[src/rtl/spi_cmd_pkg.sv]
// spi_cmd_pkg: shared definitions for the SPI command sequencer.
//   - opcode constants OP_SET_X .. OP_FILL_RUN
//   - opcode/payload bit-field positions within the 24-bit command word
//   - FSM state enum (S_FILL exists only when SPI_CMD_FILL_EN is defined)
//   - helpers to split a command word into opcode and payload
package spi_cmd_pkg;

  localparam int unsigned CMD_W  = 24;
  localparam int unsigned OP_MSB = 23;
  localparam int unsigned OP_LSB = 16;
  localparam int unsigned PL_MSB = 15;
  localparam int unsigned PL_LSB = 0;

  localparam logic [7:0] OP_SET_X       = 8'h01;
  localparam logic [7:0] OP_SET_Y       = 8'h02;
  localparam logic [7:0] OP_WRITE_PIXEL = 8'h03;
  localparam logic [7:0] OP_FILL_COLOR  = 8'h04;
  localparam logic [7:0] OP_FILL_RUN    = 8'h05;

  typedef enum logic [1:0] {
    S_IDLE   = 2'd0,
    S_DECODE = 2'd1,
    S_WRITE  = 2'd2
`ifdef SPI_CMD_FILL_EN
    ,
    S_FILL   = 2'd3
`endif
  } state_t;

  function automatic logic [7:0] cmd_op(input logic [CMD_W-1:0] w);
    return w[OP_MSB:OP_LSB];
  endfunction

  function automatic logic [15:0] cmd_pl(input logic [CMD_W-1:0] w);
    return w[PL_MSB:PL_LSB];
  endfunction

endpackage

[src/rtl/spi_cmd_ctrl_if.sv]
// spi_cmd_ctrl_if: command input and frame-buffer write bus of spi_cmd_ctrl.
//   i_cmd_data/i_cmd_vld : 24-bit command word with one-cycle valid
//   o_wr_req/o_wr_addr/o_wr_data/i_wr_ack : frame-buffer write handshake
// Signal names are from the controller's point of view.
//   slave  : the controller (spi_cmd_ctrl)
//   master : the environment (SPI receiver + frame-buffer port)
interface spi_cmd_ctrl_if #(
  parameter int unsigned ADDR_W = 17
);
  logic [23:0]       i_cmd_data;
  logic              i_cmd_vld;
  logic              o_wr_req;
  logic [ADDR_W-1:0] o_wr_addr;
  logic [15:0]       o_wr_data;
  logic              i_wr_ack;

  modport slave (
    input  i_cmd_data, i_cmd_vld, i_wr_ack,
    output o_wr_req, o_wr_addr, o_wr_data
  );

  modport master (
    output i_cmd_data, i_cmd_vld, i_wr_ack,
    input  o_wr_req, o_wr_addr, o_wr_data
  );
endinterface

[src/rtl/spi_cmd_fifo.sv]
// spi_cmd_fifo: synchronous FIFO with full/empty flags.
//   i_clk, i_rst_n : clock, asynchronous active-low reset
//   i_push, i_data : write side (ignored when full)
//   i_pop, o_data  : read side, o_data is the head word (show-ahead)
//   o_full, o_empty: status flags
module spi_cmd_fifo #(
  parameter int unsigned DEPTH = 4,
  parameter int unsigned WIDTH = 24
) (
  input  logic             i_clk,
  input  logic             i_rst_n,
  input  logic             i_push,
  input  logic [WIDTH-1:0] i_data,
  input  logic             i_pop,
  output logic [WIDTH-1:0] o_data,
  output logic             o_full,
  output logic             o_empty
);
  localparam int unsigned AW = $clog2(DEPTH);
  localparam logic [AW:0] PTR_ONE = (AW+1)'(1);

  logic [WIDTH-1:0] r_mem [DEPTH];
  logic [AW:0]      r_wr_ptr;
  logic [AW:0]      r_rd_ptr;
  logic             w_push;
  logic             w_pop;

  // Extra pointer MSB distinguishes full from empty when indices match.
  assign o_empty = (r_wr_ptr == r_rd_ptr);
  assign o_full  = (r_wr_ptr[AW] != r_rd_ptr[AW]) &&
                   (r_wr_ptr[AW-1:0] == r_rd_ptr[AW-1:0]);
  assign w_push  = i_push && !o_full;
  assign w_pop   = i_pop && !o_empty;
  assign o_data  = r_mem[r_rd_ptr[AW-1:0]];

  always_ff @(posedge i_clk) begin
    if (w_push) r_mem[r_wr_ptr[AW-1:0]] <= i_data;
  end

  always_ff @(posedge i_clk or negedge i_rst_n) begin
    if (!i_rst_n) begin
      r_wr_ptr <= '0;
      r_rd_ptr <= '0;
    end else begin
      if (w_push) r_wr_ptr <= r_wr_ptr + PTR_ONE;
      if (w_pop)  r_rd_ptr <= r_rd_ptr + PTR_ONE;
    end
  end
endmodule

[src/rtl/spi_cmd_ctrl.sv]
// spi_cmd_ctrl: command sequencer between the SPI receiver and the
// frame-buffer write port. Buffers 24-bit command words, decodes them,
// tracks a pixel cursor and issues req/ack writes (single pixels and,
// when SPI_CMD_FILL_EN is defined, run-length fills).
//   i_clk, i_rst_n : clock, asynchronous active-low reset
//   bus (slave)    : command input and frame-buffer write handshake
//   o_busy         : registered, FIFO non-empty or FSM not idle
//   o_ovf          : sticky, a command word was dropped (FIFO full)
//   o_err_cmd      : one-cycle pulse, unknown opcode / coordinate out of range
// Configuration macro: SPI_CMD_FILL_EN (fill colour, run counter, FILL state).
module spi_cmd_ctrl
  import spi_cmd_pkg::*;
#(
  parameter int unsigned H_RES      = 480,
  parameter int unsigned V_RES      = 272,
  parameter int unsigned FIFO_DEPTH = 4,
  parameter int unsigned ADDR_W     = 17
) (
  input  logic           i_clk,
  input  logic           i_rst_n,
  spi_cmd_ctrl_if.slave  bus,
  output logic           o_busy,
  output logic           o_ovf,
  output logic           o_err_cmd
);
  localparam int unsigned X_W = $clog2(H_RES);
  localparam int unsigned Y_W = $clog2(V_RES);
  localparam logic [X_W-1:0]    X_LAST   = X_W'(H_RES - 1);
  localparam logic [Y_W-1:0]    Y_LAST   = Y_W'(V_RES - 1);
  localparam logic [X_W-1:0]    X_ONE    = X_W'(1);
  localparam logic [Y_W-1:0]    Y_ONE    = Y_W'(1);
  localparam logic [ADDR_W-1:0] ADDR_ONE = ADDR_W'(1);

  state_t            r_state, w_state_nxt;
  logic [CMD_W-1:0]  r_cmd;
  logic [X_W-1:0]    r_x;
  logic [Y_W-1:0]    r_y;
  logic [ADDR_W-1:0] r_addr;
  logic [15:0]       r_data;
  logic              r_busy;
  logic              r_ovf;
`ifdef SPI_CMD_FILL_EN
  logic [15:0]       r_fill_color;
  logic [15:0]       r_run;
  logic              w_set_fc;
  logic              w_load_run;
  logic              w_run_dec;
`endif

  logic [CMD_W-1:0]  w_fifo_data;
  logic              w_fifo_full;
  logic              w_fifo_empty;
  logic              w_pop;
  logic              w_err;
  logic              w_set_x;
  logic              w_set_y;
  logic              w_load_pix;
  logic              w_advance;
  logic              w_req;
  logic [7:0]        w_op;
  logic [15:0]       w_pl;

  function automatic logic [ADDR_W-1:0] lin_addr(input logic [X_W-1:0] x,
                                                 input logic [Y_W-1:0] y);
    return ADDR_W'(32'(y) * H_RES + 32'(x));
  endfunction

  spi_cmd_fifo #(
    .DEPTH (FIFO_DEPTH),
    .WIDTH (CMD_W)
  ) u_fifo (
    .i_clk   (i_clk),
    .i_rst_n (i_rst_n),
    .i_push  (bus.i_cmd_vld),
    .i_data  (bus.i_cmd_data),
    .i_pop   (w_pop),
    .o_data  (w_fifo_data),
    .o_full  (w_fifo_full),
    .o_empty (w_fifo_empty)
  );

  assign w_op = cmd_op(r_cmd);
  assign w_pl = cmd_pl(r_cmd);

  always_ff @(posedge i_clk or negedge i_rst_n) begin
    if (!i_rst_n) r_state <= S_IDLE;
    else          r_state <= w_state_nxt;
  end

  always_comb begin
    w_state_nxt = r_state;
    w_pop       = 1'b0;
    w_err       = 1'b0;
    w_set_x     = 1'b0;
    w_set_y     = 1'b0;
    w_load_pix  = 1'b0;
    w_advance   = 1'b0;
    w_req       = 1'b0;
`ifdef SPI_CMD_FILL_EN
    w_set_fc    = 1'b0;
    w_load_run  = 1'b0;
    w_run_dec   = 1'b0;
`endif
    case (r_state)
      S_IDLE: begin
        if (!w_fifo_empty) begin
          w_pop       = 1'b1;
          w_state_nxt = S_DECODE;
        end
      end
      S_DECODE: begin
        w_state_nxt = S_IDLE;
        case (w_op)
          OP_SET_X: begin
            if (32'(w_pl) < H_RES) w_set_x = 1'b1;
            else                   w_err   = 1'b1;
          end
          OP_SET_Y: begin
            if (32'(w_pl) < V_RES) w_set_y = 1'b1;
            else                   w_err   = 1'b1;
          end
          OP_WRITE_PIXEL: begin
            w_load_pix  = 1'b1;
            w_state_nxt = S_WRITE;
          end
`ifdef SPI_CMD_FILL_EN
          OP_FILL_COLOR: w_set_fc = 1'b1;
          OP_FILL_RUN: begin
            w_load_run = 1'b1;
            if (w_pl != '0) w_state_nxt = S_FILL;
          end
`else
          OP_FILL_COLOR, OP_FILL_RUN: w_err = 1'b1;
`endif
          default: w_err = 1'b1;
        endcase
      end
      S_WRITE: begin
        w_req = 1'b1;
        if (bus.i_wr_ack) begin
          w_advance   = 1'b1;
          w_state_nxt = S_IDLE;
        end
      end
`ifdef SPI_CMD_FILL_EN
      S_FILL: begin
        w_req = 1'b1;
        if (bus.i_wr_ack) begin
          w_advance = 1'b1;
          w_run_dec = 1'b1;
          if (r_run == 16'd1) w_state_nxt = S_IDLE;
        end
      end
`endif
      default: w_state_nxt = S_IDLE;
    endcase
  end

  // Cursor and address move together; a linear step of +1 covers the row
  // wrap, only the last pixel of the frame needs an explicit return to 0.
  always_ff @(posedge i_clk or negedge i_rst_n) begin
    if (!i_rst_n) begin
      r_cmd  <= '0;
      r_x    <= '0;
      r_y    <= '0;
      r_addr <= '0;
      r_data <= '0;
      r_busy <= 1'b0;
      r_ovf  <= 1'b0;
`ifdef SPI_CMD_FILL_EN
      r_fill_color <= '0;
      r_run        <= '0;
`endif
    end else begin
      r_busy <= !w_fifo_empty || (r_state != S_IDLE);
      // Full is judged at the start of the cycle, so a same-cycle pop
      // does not rescue the incoming word.
      if (bus.i_cmd_vld && w_fifo_full) r_ovf <= 1'b1;
      if (w_pop) r_cmd <= w_fifo_data;
      if (w_set_x) begin
        r_x    <= X_W'(w_pl);
        r_addr <= lin_addr(X_W'(w_pl), r_y);
      end
      if (w_set_y) begin
        r_y    <= Y_W'(w_pl);
        r_addr <= lin_addr(r_x, Y_W'(w_pl));
      end
      if (w_load_pix) r_data <= w_pl;
      if (w_advance) begin
        if (r_x == X_LAST) begin
          r_x <= '0;
          if (r_y == Y_LAST) begin
            r_y    <= '0;
            r_addr <= '0;
          end else begin
            r_y    <= r_y + Y_ONE;
            r_addr <= r_addr + ADDR_ONE;
          end
        end else begin
          r_x    <= r_x + X_ONE;
          r_addr <= r_addr + ADDR_ONE;
        end
      end
`ifdef SPI_CMD_FILL_EN
      if (w_set_fc) r_fill_color <= w_pl;
      if (w_load_run) begin
        r_run  <= w_pl;
        r_data <= r_fill_color;
      end
      if (w_run_dec) r_run <= r_run - 16'd1;
`endif
    end
  end

  assign bus.o_wr_req  = w_req;
  assign bus.o_wr_addr = r_addr;
  assign bus.o_wr_data = r_data;
  assign o_busy        = r_busy;
  assign o_ovf         = r_ovf;
  assign o_err_cmd     = w_err;
endmodule

[src/flat_wrapper.sv]
// flat-port wrapper written by rule: the top's interface ports become plain ports
module spi_cmd_ctrl_flat import spi_cmd_pkg::*;
#(
  parameter int unsigned H_RES      = 480,
  parameter int unsigned V_RES      = 272,
  parameter int unsigned FIFO_DEPTH = 4,
  parameter int unsigned ADDR_W     = 17
)
  (i_clk, i_rst_n, o_busy, o_ovf, o_err_cmd, bus_i_cmd_data, bus_i_cmd_vld, bus_i_wr_ack, bus_o_wr_req, bus_o_wr_addr, bus_o_wr_data);
  spi_cmd_ctrl_if #(.ADDR_W(ADDR_W)) bus_i ();
  input  logic i_clk;
  input  logic i_rst_n;
  output logic o_busy;
  output logic o_ovf;
  output logic o_err_cmd;
  input wire logic [$bits(bus_i.i_cmd_data)-1:0] bus_i_cmd_data;
  input wire logic [$bits(bus_i.i_cmd_vld)-1:0] bus_i_cmd_vld;
  input wire logic [$bits(bus_i.i_wr_ack)-1:0] bus_i_wr_ack;
  output wire logic [$bits(bus_i.o_wr_req)-1:0] bus_o_wr_req;
  output wire logic [$bits(bus_i.o_wr_addr)-1:0] bus_o_wr_addr;
  output wire logic [$bits(bus_i.o_wr_data)-1:0] bus_o_wr_data;
  assign bus_i.i_cmd_data = bus_i_cmd_data;
  assign bus_i.i_cmd_vld = bus_i_cmd_vld;
  assign bus_i.i_wr_ack = bus_i_wr_ack;
  assign bus_o_wr_req = bus_i.o_wr_req;
  assign bus_o_wr_addr = bus_i.o_wr_addr;
  assign bus_o_wr_data = bus_i.o_wr_data;
  spi_cmd_ctrl #(.H_RES(H_RES), .V_RES(V_RES), .FIFO_DEPTH(FIFO_DEPTH), .ADDR_W(ADDR_W)) u_core (.i_clk(i_clk), .i_rst_n(i_rst_n), .bus(bus_i), .o_busy(o_busy), .o_ovf(o_ovf), .o_err_cmd(o_err_cmd));
endmodule
[config.mk]
export PLATFORM = sky130hd
export DESIGN_NAME = spi_cmd_ctrl_flat
export DESIGN_NICKNAME = d
export VERILOG_FILES = /design/src/rtl/spi_cmd_pkg.sv /design/src/rtl/spi_cmd_ctrl_if.sv /design/src/rtl/spi_cmd_fifo.sv /design/src/rtl/spi_cmd_ctrl.sv /design/src/flat_wrapper.sv
export SDC_FILE = /design/constraint.sdc
export NUM_CORES = 1
export LEC_CHECK = 0
export CORE_ASPECT_RATIO = 1.4
export CORE_MARGIN = 3
export CORE_UTILIZATION = 30
export CTS_CLUSTER_DIAMETER = 50
export DETAILED_ROUTE_END_ITERATION = 16
export DONT_BUFFER_PORTS = 1
export GPL_ROUTABILITY_DRIVEN = 0
export GPL_TIMING_DRIVEN = 1
export HOLD_SLACK_MARGIN = 0.08
export PLACE_DENSITY = 0.45
export SLEW_MARGIN = 20
export SYNTH_ARGS = -nofsm -noshare
export SYNTH_HDL_FRONTEND = slang
export SYNTH_SLANG_ARGS = --single-unit
[constraint.sdc]
create_clock -name i_clk -period 9.89 [get_ports i_clk]
set_input_delay 0.989 -clock i_clk [delete_from_list [all_inputs] [get_ports i_clk]]
set_output_delay 0.989 -clock i_clk [all_outputs]
set_load 0.02 [all_outputs]
==> out/qor.json <==
{
  "power.density_cell_area": {"value": 369.6, "unit": "nW/µm²"},
  "reg_to_reg_slack_setup": {"value": 5.72, "unit": "ns"},
  "critical_path_class": {"value": "reg -> reg"},
  "worst_hold_path_type": {"value": "in -> async"},
  "clock_buffer_depth": {"value": 2},
  "synthesis.area": {"value": 10150, "unit": "µm²"},
  "p_leak": {"value": 4.471, "unit": "nW"},
  "netlist_instances": {"value": 831},
  "cp_data_required_time": {"value": 10.24, "unit": "ns"},
  "cell_rows": {"value": 79},
  "synth-main-ff-cell": {"value": "edfxtp_1"},
  "timing.final.setup_violations": {"value": 0},
  "share_clk_of_total_power": {"value": 17.4, "unit": "%"},
  "rsz0062_at_grt": {"value": "false"},
  "global_route_met2_usage": {"value": 26.10, "unit": "%"},
  "cts_made_buffers": {"value": 17},
  "fmax": {"value": 239.9, "unit": "MHz"},
  "avg_synthesized_cell_area": {"value": 12.21, "unit": "µm²"},
  "gr-max-usage-layer": {"value": "met2"},
  "vdd.ir_drop.worst": {"value": 294.0, "unit": "µV"},
  "timing_max_transition_violations_final": {"value": 0},
  "internal_power_consumption": {"value": 2.383, "unit": "mW"},
  "insertedDiodeCount": {"value": 0},
  "count_of_unresolved_drc_violations_after_routing": {"value": 0},
  "clk_pin_slew_worst_paths": {"value": 0.07, "unit": "ns"},
  "dieWidth": {"value": 161.5, "unit": "µm"},
  "synth_top_cell_area_share": {"value": 28.40, "unit": "%"},
  "ioPinCount": {"value": 65},
  "clock_skew": {"value": 0.009068, "unit": "ns"},
  "critical_path.endpoint_type": {"value": "flip-flop"},
  "die_outline_area": {"value": 36110, "unit": "µm²"},
  "crit_fanout": {"value": 8},
  "cts_post_setup_buffers_inserted": {"value": 0},
  "htreeDepth": {"value": 4},
  "grt_pass1_vias": {"value": 6684},
  "sequential_area_share_after_synthesis": {"value": 49.36, "unit": "%"},
  "p_switching": {"value": 1.801, "unit": "mW"},
  "power_share_of_the_combinational_group": {"value": 51.5, "unit": "%"},
  "via_count": {"value": 6284},
  "cts_resized": {"value": 0},
  "stdcell_area": {"value": 11320, "unit": "µm²"},
  "area.growth.synth_to_final": {"value": 11.51, "unit": "%"},
  "yosys_warnings": {"value": 0},
  "synth_largest_area_cell": {"value": "edfxtp_1"},
  "cp.arrival": {"value": 4.52, "unit": "ns"},
  "cts_tree": {"value": "yes"},
  "reg2reg_depth": {"value": 14},
  "synth_unique_cells": {"value": 72},
  "groute.layer.met3.usage": {"value": 3.700, "unit": "%"},
  "cts-hold-fix-buffers": {"value": 0},
  "total_routing_usage_gr": {"value": 14.06, "unit": "%"},
  "worst_r2r_endpoint": {"value": "u_core.bus.o_wr_addr[16]$_DFFE_PN0P_"},
  "first_pass_grt_wire_length": {"value": 39100, "unit": "µm"},
  "chipHeight": {"value": 223.6, "unit": "µm"},
  "average_routed_wire_per_standard_cell": {"value": 18.90, "unit": "µm"},
  "finalHoldWorstSlack": {"value": 0.2524, "unit": "ns"},
  "final_period_minus_worst_setup_slack": {"value": 4.169, "unit": "ns"},
  "totalWireLength": {"value": 24390, "unit": "µm"},
  "status": {"value": "finished, final reports clean"},
  "tns": {"value": 0, "unit": "ns"},
  "post-place-cells": {"value": 1258},
  "slew-limit-headroom": {"value": 35.76, "unit": "%"},
  "synth.ff_latch_count": {"value": 181},
  "finish.net_count": {"value": 946},
  "grt_util_met1": {"value": 15.71, "unit": "%"},
  "gr-total-overflow": {"value": 0},
  "vias_per_cell": {"value": 4.871},
  "clock_latency": {"value": 0.44, "unit": "ns"},
  "synth.area.top_cells": {"value": "edfxtp_1, dfrtp_1, ha_1, fa_1, mux4_2"},
  "synth_nets": {"value": 945},
  "drv_cap": {"value": 0},
  "hold_viol": {"value": 0},
  "swShare": {"value": 43.05, "unit": "%"},
  "crit-reg2reg-launch": {"value": "u_core.r_y[0]$_DFF_PN0_"},
  "firstDrtPassIters": {"value": 4},
  "core_area": {"value": 33310, "unit": "µm²"},
  "layout_worst_path_cycle_share": {"value": 42.15, "unit": "%"},
  "grt_antenna_before_repair": {"value": 0},
  "synth-edff-count": {"value": 96},
  "dpl_cell_area": {"value": 10690, "unit": "µm²"},
  "quantity_of_i_o_buffers_inserted_on_ports": {"value": 0},
  "postSynth.asyncResetShare": {"value": 46.96, "unit": "%"},
  "power.sequential.fraction": {"value": 31.1, "unit": "%"},
  "fin_cells": {"value": 1290},
  "worst-slew-pin-transition": {"value": 0.9613, "unit": "ns"},
  "ant_nets": {"value": 0},
  "clock_tree.root_cell": {"value": "clkbuf_16"},
  "dp_hpwl": {"value": 17440, "unit": "µm"},
  "dr.first_iter.drc_count": {"value": 190},
  "effective_utilization_at_floorplan": {"value": 30.47, "unit": "%"},
  "post_synth_most_frequent_cells": {"value": "edfxtp_1, dfrtp_1, inv_1"},
  "clock-sinks": {"value": 181},
  "synthMostInstantiatedCell": {"value": "edfxtp_1"},
  "grt_start_max_net_pins": {"value": 86},
  "fraction_of_layout_cells_with_a_size_suffix_above_1": {"value": 12.54, "unit": "%"},
  "crit_path_start_kind": {"value": "flip-flop"}
}
==> worst max path at each step <==
stage	from	to	depth (start not counted)
4_1_cts	u_core.r_y[0]$_DFF_PN0_	u_core.bus.o_wr_addr[16]$_DFFE_PN0P_	14
3_3_place_gp	u_core.r_y[0]$_DFF_PN0_	u_core.bus.o_wr_addr[16]$_DFFE_PN0P_	14
2_1_floorplan	u_core.r_y[0]$_DFF_PN0_	u_core.bus.o_wr_addr[16]$_DFFE_PN0P_	14
3_5_place_dp	u_core.r_y[0]$_DFF_PN0_	u_core.bus.o_wr_addr[16]$_DFFE_PN0P_	14
5_1_grt	u_core.r_y[0]$_DFF_PN0_	u_core.bus.o_wr_addr[16]$_DFFE_PN0P_	14
6_report	u_core.r_y[0]$_DFF_PN0_	u_core.bus.o_wr_addr[16]$_DFFE_PN0P_	14
==> cell usage in the layout (no fill, tap or decap), drive strengths merged, types with 20 or more instances in the layout <==
master	n
a21oi	30
dfrtp	85
edfxtp	96
fa	32
ha	54
inv	73
mux2	25
mux4	24
nand2	62
nand3	23
nor2	31
o21ai	61
xnor2	20
==> per-layer routing <==
layer  part of all wire [%]  vias to the layer above  wire [µm]
met2                     54                       83      13260
met5                      0                        -          0
met1                     40                     3145       9668
met3                    4.2                       20       1024
li1                       -                     3036          -
met4                    1.8                        0        432
==> flip-flops by register name, indices dropped and copies added (netlist names), 2 cells and up <==
signal                  flops
u_core.bus.o_wr_addr       17
u_core.bus.o_wr_data       16
u_core.r_cmd               24
u_core.r_state              2
u_core.r_x                  9
u_core.r_y                  9
u_core.u_fifo.r_mem        96
u_core.u_fifo.r_rd_ptr      3
u_core.u_fifo.r_wr_ptr      3
==> per-stage QoR <==
| stage | utilization [%] | worst slack (ns) | power, mW |
|---|---|---|---|
| 4_1_cts | 33.98 | 5.703 | 4.249 |
| 6_report | 33.98 | 5.721 | 4.184 |
| 5_1_grt | 33.98 | 5.472 | 4.555 |
| 3_3_place_gp | 32.06 | 5.789 | 3.499 |
| 3_5_place_dp | 32.08 | 5.701 | 3.503 |
| 2_1_floorplan | - | 5.957 | 2.958 |
==> final cells by class <==
type	instances	area (µm²)
fillers	3308	21990
multi-input cells	552	4776
well taps	445	556.8
clock inverters	13	190.2
clock buffers	19	442.9
repair buffers	11	82.58
flip-flops and latches	181	5011
inverters	69	259.0
==> critical path, stage by stage, from the launching register on <==
cell      delay (ns)
dfrtp_1         0.47
fa_1            0.55
fa_1            0.52
inv_1           0.06
fa_1            0.47
inv_1           0.04
ha_1            0.33
nand2_1         0.06
nor2_1          0.09
o21ai_1         0.15
nor3_4          0.26
nand3_2         0.14
nor4_4          0.29
xnor3_1         0.38
a221oi_2        0.27
==> cells by family (layout without fill, tap and decap cells) <==
group	count (synthesis)	count (layout)	synth area share, %
adders and majority gates	86	86	12.97
buffers and inverters	98	112	3.834
AOI/OAI and AO/OA	165	165	10.32
muxes	61	61	9.283
and+or+nand+nor	202	202	10.64
xor gates and xnor gates	38	38	3.600
DFF	181	181	49.36
==> power groups by stage <==
stage	logic (mW)	registers, mW	clock network (mW)
floorplan	1.73	1.23	0
global placement	2.18	1.32	0
detailed placement	2.18	1.33	0
CTS	2.19	1.31	0.748
global route	2.44	1.34	0.779
finish	2.16	1.30	0.728
No activity file was read; power rests on OpenSTA's default activity.
